## src/rtl/slice_sweep_gen.sv

```systemverilog
// slice_sweep_gen: walks every legal (left, right, offset) slice of the outer
// range [BASE : BASE+DIR*(SIZE-1)] and streams an xs sequence 1..2^XS_W-1, 0
// for each slice over a valid/ready handshake, one beat per cycle when ready.
module slice_sweep_gen #(
    parameter int BASE     = 0,
    parameter int SIZE     = 4,
    parameter int DIR      = 1,
    parameter int OFF_SPAN = 2,
    parameter int XS_W     = 4
) (
    input  logic                   clk,
    input  logic                   rst_n,
    input  logic                   start,
    input  logic                   out_ready,
    output logic                   out_valid,
    output logic signed [7:0]      out_left,
    output logic signed [7:0]      out_right,
    output logic signed [7:0]      out_offset,
    output logic [XS_W-1:0]        out_xs,
    output logic                   out_last,
    output logic [15:0]            out_index,
    output logic                   out_done
);

    localparam int RIGHT_I = BASE + DIR * (SIZE - 1);
    localparam int LO_I    = (BASE < RIGHT_I) ? BASE : RIGHT_I;
    localparam int HI_I    = (BASE < RIGHT_I) ? RIGHT_I : BASE;

    localparam logic signed [7:0] LO   = 8'(LO_I);
    localparam logic signed [7:0] HI   = 8'(HI_I);
    localparam logic signed [7:0] OSP  = 8'(OFF_SPAN);
    localparam logic signed [7:0] NOSP = 8'(-OFF_SPAN);
    localparam logic [XS_W-1:0]   XS_ONE = XS_W'(1);
    localparam logic [XS_W-1:0]   XS_MAX = {XS_W{1'b1}};

    typedef enum logic [1:0] {IDLE, RUN, DONE} state_t;

    state_t state, state_nxt;

    logic              xfer;
    logic              load;
    logic              off_wrap;
    logic              right_wrap;
    logic              final_beat;
    logic signed [7:0] right_end;
    logic signed [7:0] right_reload;

    assign out_valid = (state == RUN);
    assign out_done  = (state == DONE);

    // Advance conditions for the nested counters. The right index runs
    // left..hi when ascending and lo..left when descending, so only legal
    // pairs are ever produced.
    always_comb begin
        xfer         = (state == RUN) && out_ready;
        load         = (state != RUN) && start;
        off_wrap     = (out_offset == OSP);
        right_end    = (DIR > 0) ? HI : out_left;
        right_reload = (DIR > 0) ? (out_left + 8'sd1) : LO;
        right_wrap   = (out_right == right_end);
        final_beat   = out_last && off_wrap && right_wrap && (out_left == HI);
    end

    // State register.
    always_ff @(posedge clk or negedge rst_n) begin
        if (!rst_n) state <= IDLE;
        else        state <= state_nxt;
    end

    // Next-state: start is only honoured outside RUN; the final transfer ends the sweep.
    always_comb begin
        state_nxt = state;
        case (state)
            IDLE:    if (start) state_nxt = RUN;
            RUN:     if (xfer && final_beat) state_nxt = DONE;
            DONE:    if (start) state_nxt = RUN;
            default: state_nxt = IDLE;
        endcase
    end

    // Tuple / xs / index counters. The final transfer leaves the fields on the
    // last beat so DONE shows where the sweep ended.
    always_ff @(posedge clk or negedge rst_n) begin
        if (!rst_n) begin
            out_left   <= '0;
            out_right  <= '0;
            out_offset <= '0;
            out_xs     <= '0;
            out_last   <= 1'b0;
            out_index  <= '0;
        end else if (load) begin
            out_left   <= LO;
            out_right  <= LO;
            out_offset <= NOSP;
            out_xs     <= XS_ONE;
            out_last   <= (XS_ONE == '0);
            out_index  <= '0;
        end else if (xfer && !final_beat) begin
            out_index <= out_index + 16'd1;
            if (out_last) begin
                out_xs   <= XS_ONE;
                out_last <= 1'b0;
                if (!off_wrap) begin
                    out_offset <= out_offset + 8'sd1;
                end else begin
                    out_offset <= NOSP;
                    if (!right_wrap) begin
                        out_right <= out_right + 8'sd1;
                    end else begin
                        out_left  <= out_left + 8'sd1;
                        out_right <= right_reload;
                    end
                end
            end else begin
                out_xs   <= out_xs + XS_ONE;
                out_last <= (out_xs == XS_MAX);
            end
        end
    end

endmodule

```

## config.mk

```make
export PLATFORM = sky130hd
export DESIGN_NAME = slice_sweep_gen
export DESIGN_NICKNAME = d
export VERILOG_FILES = /design/src/rtl/slice_sweep_gen.sv
export SDC_FILE = /design/constraint.sdc
export NUM_CORES = 1
export LEC_CHECK = 0
export BUFFER_PORTS_ARGS = -buffer_cell sky130_fd_sc_hd__buf_2
export CORE_ASPECT_RATIO = 1.4
export CORE_MARGIN = 2
export CORE_UTILIZATION = 35
export DETAILED_ROUTE_END_ITERATION = 10
export SETUP_SLACK_MARGIN = 0.5
export SYNTH_ARGS = -nofsm -noshare
export SYNTH_HDL_FRONTEND = slang
export SYNTH_SLANG_ARGS = --single-unit
```

## constraint.sdc

```tcl
create_clock -name clk -period 2 [get_ports clk]
set_input_delay 0.1 -clock clk [delete_from_list [all_inputs] [get_ports clk]]
set_output_delay 0.1 -clock clk [all_outputs]
set_load 0.02 [all_outputs]
```

==> flow_metrics.env, run 1 <==
export IMPL_outcome="finished, violations left"
export IMPL_violations="setup timing"
export IMPL_synth_seq_area_share_pct=44.1
export IMPL_finalCritPeriodShare_pct=100
export IMPL_areaGrowthSynthToFinish_pct=54.0
export IMPL_setup_ws_ps=-4.04
export IMPL_root_buffer="clkbuf_8"
export IMPL_drt_first_iter_violations=155
export IMPL_grt_first_pass_wirelength_mm=13.3
export IMPL_ys_flop_type="dfrtp_1"
export IMPL_rsz0062_at_grt="true"
export IMPL_crit_family="simple AND/OR/NAND/NOR gates"
export IMPL_ant_nets=0
export IMPL_crit_chain="ha_4, nor4b_4, nand2_1, or3_4, or4_1, a21oi_1"
export IMPL_grt_max_degree=32
export IMPL_critPathMaxStageDelay_ps=470
export IMPL_critical_path_buf_inv_count=0
export IMPL_io_buffer_count=50
export IMPL_synthMuxAreaShare_pct=0.375
export IMPL_syn_instance_count=290
export IMPL_critPathLaunchType="flip-flop"
export IMPL_critPathCaptureType="flip-flop"
export IMPL_worst_slew_pin_slew_ps=708
export IMPL_routed_wl_mm=8.25
export IMPL_grt_total_usage_pct=20.0
export IMPL_antenna_found_initial=0
export IMPL_path_clk_slew_ps=90
export IMPL_drt_met1_wl_mm=3.25
export IMPL_synth_async_reset_ratio_pct=100
export IMPL_max_cap_violations=0
export IMPL_fmax_mhz=499
export IMPL_grt_overflow=0
export IMPL_synth_enable_flop_cells=0
export IMPL_synth_cell_types=53
export IMPL_cts_buffers=5
export IMPL_placed_cell_area_um2=3450
export IMPL_start_util_pct=36.2
export IMPL_clkLatencyLatePin_ps=300
export IMPL_rows=37
export IMPL_antennaDiodeCount=0
export IMPL_skew_ps=7.78
export IMPL_drc=0
export IMPL_cts_sinks=47
export IMPL_dpl_hpwl_mm=5.81
export IMPL_cts_buffer_depth=2
export IMPL_hold_viol=0
export IMPL_criticalPathCategory="flip-flop to flip-flop"
export IMPL_synth_seq_cells=47
export IMPL_gp_congestion=0.832
export IMPL_die_w_um=77.8
export IMPL_synthSimpleGateAreaFrac_pct=27.3
export IMPL_yosysTopAreaCell="dfrtp_1"
export IMPL_num_vias=2741
export IMPL_yosys_warnings=0
export IMPL_die_y_um=107
export IMPL_dr_wl_met3_um=316
export IMPL_crit_required_ps=2230
export IMPL_wl_met2_mm=4.51
export IMPL_avgSynthCellArea_um2=9.20
export IMPL_die_area_um2=8350
export IMPL_avgRoutedWirePerCell_um=16.5
export IMPL_drv_slew=0
export IMPL_irDropWorstVdd_v=0.000314
export IMPL_synth_compound_area_share_pct=16.9
export IMPL_ios=51
export IMPL_crit_fanout=4
export IMPL_synth_top_area_share_pct=44.1
export IMPL_layout_nets=411
export IMPL_reg2reg_to="out_left[6]$_DFFE_PN0P_"
export IMPL_hold_path_class="primary input to flip-flop"
export IMPL_synth_nets=300
export IMPL_synth_fa_ha_area_share_pct=2.81
export IMPL_cts_tree="built"
export IMPL_vias_per_cell=5.49
export IMPL_post_synth_top_count_cell="dfrtp_1"
export IMPL_min_period_ps=2000
export IMPL_synth_top_family_by_area="simple AND/OR/NAND/NOR gates"
export IMPL_worstHoldPathCells=2
export IMPL_synthXorXnorAreaFrac_pct=4.92
export IMPL_rr_worst_depth=6
export IMPL_fin_area_um2=4110
export IMPL_arrival_ps=2240
export IMPL_setup_viol=1
export IMPL_p_per_area_nw_per_um2=628
export IMPL_fillers=656
export IMPL_highest_layer="met4"
export IMPL_cts_htree_levels=2
export IMPL_drive_gt1_share_pct=48.5
export IMPL_slew_headroom_pct=52.8
export IMPL_r2r_start="out_right[1]$_DFFE_PN0P_"
export IMPL_grt_pass1_vias=2655
export IMPL_leakage_nw=1.74
export IMPL_ys_top_cells_by_count="dfrtp_1, a21oi_1, nand3_1, nor2_1"
export IMPL_synth_area_top_cells="dfrtp_1, a21oi_1, nand3_1"
export IMPL_core_area_um2=7360
export IMPL_min_from="start"
export IMPL_syn_area_um2=2670
export IMPL_holdWs_ps=65.7
export IMPL_cp_slowest_cell="or4_1"
export IMPL_hold_end="state[0]$_DFFE_PN0P_"
export IMPL_r2r_slack_ps=-4
export IMPL_first_pass_iters=6
[worst register-to-register path: cells and delay by family, from the launching register on]
family	cells	cell delay (ps)
compound gates	1	130
flops	1	390
fa+ha+maj	1	140
simple gates	4	1270
[per-stage QoR]
| step | instances | setup slack [ps] | total power, mW | utilization (%) | setup TNS [ps] |
|---|---|---|---|---|---|
| finish | 499 | -4.04 | 2.58 | 55.8 | -4.04 |
| detailed placement | 474 | 18.0 | 1.87 | 46.9 | 0 |
| CTS | 493 | 51.3 | 2.58 | 53.1 | 0 |
| global route | 499 | -25.9 | 2.72 | 55.8 | -75.4 |
| global placement | 474 | 62.4 | 1.85 | 46.9 | 0 |
| floorplan | 290 | -106 | 1.59 | - | -114 |
[flip-flops by register name (all words and copies together) (netlist names)]
name,flops
out_index,16
out_left,8
out_offset,8
out_right,8
out_xs,4
state,2
out_last,1
[kinds of logic after synthesis]
family                   after synthesis
multiplexers                           1
buffers and inverters                 23
flip-flops                            47
AND/OR/NAND/NOR                      126
adder cells (fa/ha/maj)                6
XOR/XNOR                              15
AO/OA/AOI/OAI                         72
[cell type report]
type / instances / area (um2) / area share (%)
inverters: 11 / 45.0 / 1.10
multi-input cells: 221 / 1810 / 44.1
well taps: 97 / 121 / 2.95
repair buffers: 115 / 843 / 20.5
clock buffers: 7 / 86.3 / 2.10
clock inverters: 1 / 8.76 / 0.213
flip-flops and latches: 47 / 1190 / 29.0
[power breakdown]
part | switching [mW] | total, mW | internal (mW)
clock network | 0.335 | 0.619 | 0.284
logic | 0.474 | 0.788 | 0.314
registers | 0.120 | 1.17 | 1.05
total | 0.929 | 2.58 | 1.65
[cell usage in the layout, fill, tap and decap left out, types with 4 or more instances in the layout]
cell / count
clkbuf_8: 6
or3_1: 9
nor4_4: 5
nor3_1: 5
o31ai_1: 5
inv_1: 10
buf_4: 45
nand4_1: 6
nand3_1: 16
dfrtp_2: 12
nand3_2: 7
xor2_1: 6
a21oi_1: 21
nor2_1: 14
o21ai_0: 4
buf_6: 16
dfrtp_1: 35
nand2_1: 18
buf_2: 50
nor2_2: 4
xnor2_1: 8
and3_1: 5
o21ai_1: 7
o21ai_2: 6
[worst max path at each step]
stage	start	endpoint	slack, ps	depth (start not counted)
after floorplan	out_last$_DFFE_PN0P_	out_left[6]$_DFFE_PN0P_	-110	8
after global placement	out_left[1]$_DFFE_PN0P_	state[0]$_DFFE_PN0P_	60	7
after detailed placement	out_right[1]$_DFFE_PN0P_	state[0]$_DFFE_PN0P_	20	7
after CTS	out_right[1]$_DFFE_PN0P_	out_left[6]$_DFFE_PN0P_	50	6
after global routing	out_right[1]$_DFFE_PN0P_	out_index[7]$_DFFE_PN0P_	-30	8
final	out_right[1]$_DFFE_PN0P_	out_left[6]$_DFFE_PN0P_	-4	6
[metal layers]
layer	up-vias	track usage, %
li1	1311	-
met1	1349	24.2
met2	67	36.6
met3	14	2.27
met4	0	6.51
met5	-	0
[what timing repair did]
| item | CTS | global route |
|---|---|---|
| setup buffers | 8 | 5 |
| resized for setup | 58 | 37 |
| endpoints found under the setup margin | 47 | 47 |
| hold buffers | 1 | 0 |
| pin swaps | 24 | 29 |
| gates cloned | 2 | 1 |
| endpoints found under the hold margin | 29 | 0 |
Power figures use the tool's default switching activity.
==> run 2, diff against run 1 <==
- CORE_MARGIN: 2 -> 1.5
==> run 2 against run 1 <==
  * The flow still finishes with violations (setup timing)
  * Total power shrank 1.3%
  * Critical path depth is the same
  * Maximum frequency shrank 1.3%
  * Non-clock buffer count grew 6
  * Sequential share of layout area shrank 0.32 points
  * Cell area grew 1.1%
==> flow_metrics.env, run 2 (synthesis results as in run 1) <==
export IMPL_antennaDiodeCount=0
export IMPL_cts_buffers=5
export IMPL_skew_ps=11.1
export IMPL_cts_buffer_depth=2
export IMPL_p_per_area_nw_per_um2=613
export IMPL_crit_required_ps=2240
export IMPL_finalCritPeriodShare_pct=101
export IMPL_fmax_mhz=493
export IMPL_routed_wl_mm=8.53
export IMPL_areaGrowthSynthToFinish_pct=55.7
export IMPL_min_period_ps=2030
export IMPL_place_ws_ps=-26.9
export IMPL_root_buffer="clkbuf_8"
export IMPL_setup_viol=2
export IMPL_cts_sinks=47
export IMPL_setup_ws_ps=-29.7
export IMPL_grt_pass1_vias=2793
export IMPL_grt_max_degree=32
export IMPL_mostFrequentLayoutCells="buf_2, buf_4, dfrtp_1"
export IMPL_arrival_ps=2270
export IMPL_layout_nets=416
export IMPL_path_clk_slew_ps=90
export IMPL_avgRoutedWirePerCell_um=16.9
export IMPL_worst_slew_pin_slew_ps=721
export IMPL_crit_fanout=4
export IMPL_ios=51
export IMPL_top_register="out_index"
export IMPL_hold_path_class="primary input to flip-flop"
export IMPL_fin_area_um2=4150
export IMPL_antenna_found_initial=0
export IMPL_die_area_um2=8160
export IMPL_slew_headroom_pct=52.0
export IMPL_layout_commonest_cell="buf_2"
export IMPL_dp_cells=475
export IMPL_grt_first_pass_wirelength_mm=13.5
export IMPL_clkLatencyLatePin_ps=300
export IMPL_dpl_hpwl_mm=5.83
export IMPL_critPathLaunchType="flip-flop"
export IMPL_violations="setup timing"
export IMPL_gp_congestion=0.817
export IMPL_fillers=632
export IMPL_placed_cell_area_um2=3460
export IMPL_irDropWorstVdd_v=0.000294
export IMPL_core_area_um2=7360
export IMPL_drt_first_iter_violations=153
export IMPL_outcome="finished, violations left"
export IMPL_die_y_um=106
export IMPL_num_vias=2808
export IMPL_grt_total_usage_pct=20.9
export IMPL_die_w_um=76.8
export IMPL_criticalPathCategory="flip-flop to flip-flop"
export IMPL_first_pass_iters=4
export IMPL_io_buffer_count=50
export IMPL_max_cap_violations=0
export IMPL_cts_htree_levels=2
export IMPL_holdWs_ps=73.4
export IMPL_cts_tree="built"
export IMPL_ant_nets=0
export IMPL_hold_viol=0
export IMPL_rsz0062_at_grt="true"
export IMPL_critPathCaptureType="flip-flop"
export IMPL_grt_overflow=0
export IMPL_largest_reg_flops=16
export IMPL_leakage_nw=1.76
export IMPL_finalPower_mw=2.55
export IMPL_start_util_pct=36.2
export IMPL_drive_gt1_share_pct=52.1
export IMPL_rows=37
export IMPL_vias_per_cell=5.57
export IMPL_drc=0
export IMPL_drv_slew=0
export IMPL_final_cells=504
==> run 2: layout make-up <==
type | count | area, um2 | area share [%]
Timing Repair Buffer | 121 | 882 | 21.2
Clock inverter | 3 | 18.8 | 0.452
Clock buffer | 5 | 68.8 | 1.66
Multi-Input combinational cell | 220 | 1830 | 44.1
Tap cell | 97 | 121 | 2.92
Sequential cell | 47 | 1190 | 28.7
Inverter | 11 | 41.3 | 0.994
==> run 2: worst paths after layout <==
kind                                                from                   endpoint  slack (ps)  cells after the start
worst max-delay path            out_right[1]$_DFFE_PN0P_    out_left[6]$_DFFE_PN0P_         -30                      6
worst min register to register  out_index[4]$_DFFE_PN0P_   out_index[4]$_DFFE_PN0P_         530                      1
max in group asynchronous                          rst_n  out_offset[5]$_DFFE_PN0P_         980                      3
min in group asynchronous                          rst_n  out_index[15]$_DFFE_PN0P_         380                      2
worst min-delay path                               start       state[0]$_DFFE_PN0P_          70                      2
worst max register to register  out_right[1]$_DFFE_PN0P_    out_left[6]$_DFFE_PN0P_         -30                      6
==> run 2: timing repair <==
action,4_1_cts,5_1_grt
setup endpoints to repair,47,47
cloned,1,0
endpoints found under the hold margin,29,0
hold buffers,1,0
pin swaps,35,30
setup buffers,11,8
resized for setup,73,36
==> run 2: critical path, stage by stage, from the launching register on <==
cell and delay, ps:
dfrtp_2 390, ha_4 130, nor4b_4 300, nand2_1 130, or3_4 390, or4_4 490
a21oi_2 130
==> run 2: stage by stage <==
stage	util, %	TNS [ps]
4_1_cts	53.3	-20.3
3_5_place_dp	47.0	-102
2_1_floorplan	-	-114
5_1_grt	56.4	-689
6_report	56.4	-31.9
3_3_place_gp	47.0	0
==> run 2: metal layers <==
metal / track usage (%) / vias up / wire [um]
li1: - / 1314 / -
met1: 23.5 / 1389 / 3320
met4: 8.07 / 0 / 267
met5: 0 / - / 0
met2: 39.1 / 80 / 4610
met3: 2.92 / 25 / 332
==> run 2: where the power goes <==
part / internal (mW) / switching [mW]
combinational: 0.318 / 0.472
clock: 0.247 / 0.338
sequential: 1.05 / 0.119
total: 1.62 / 0.929
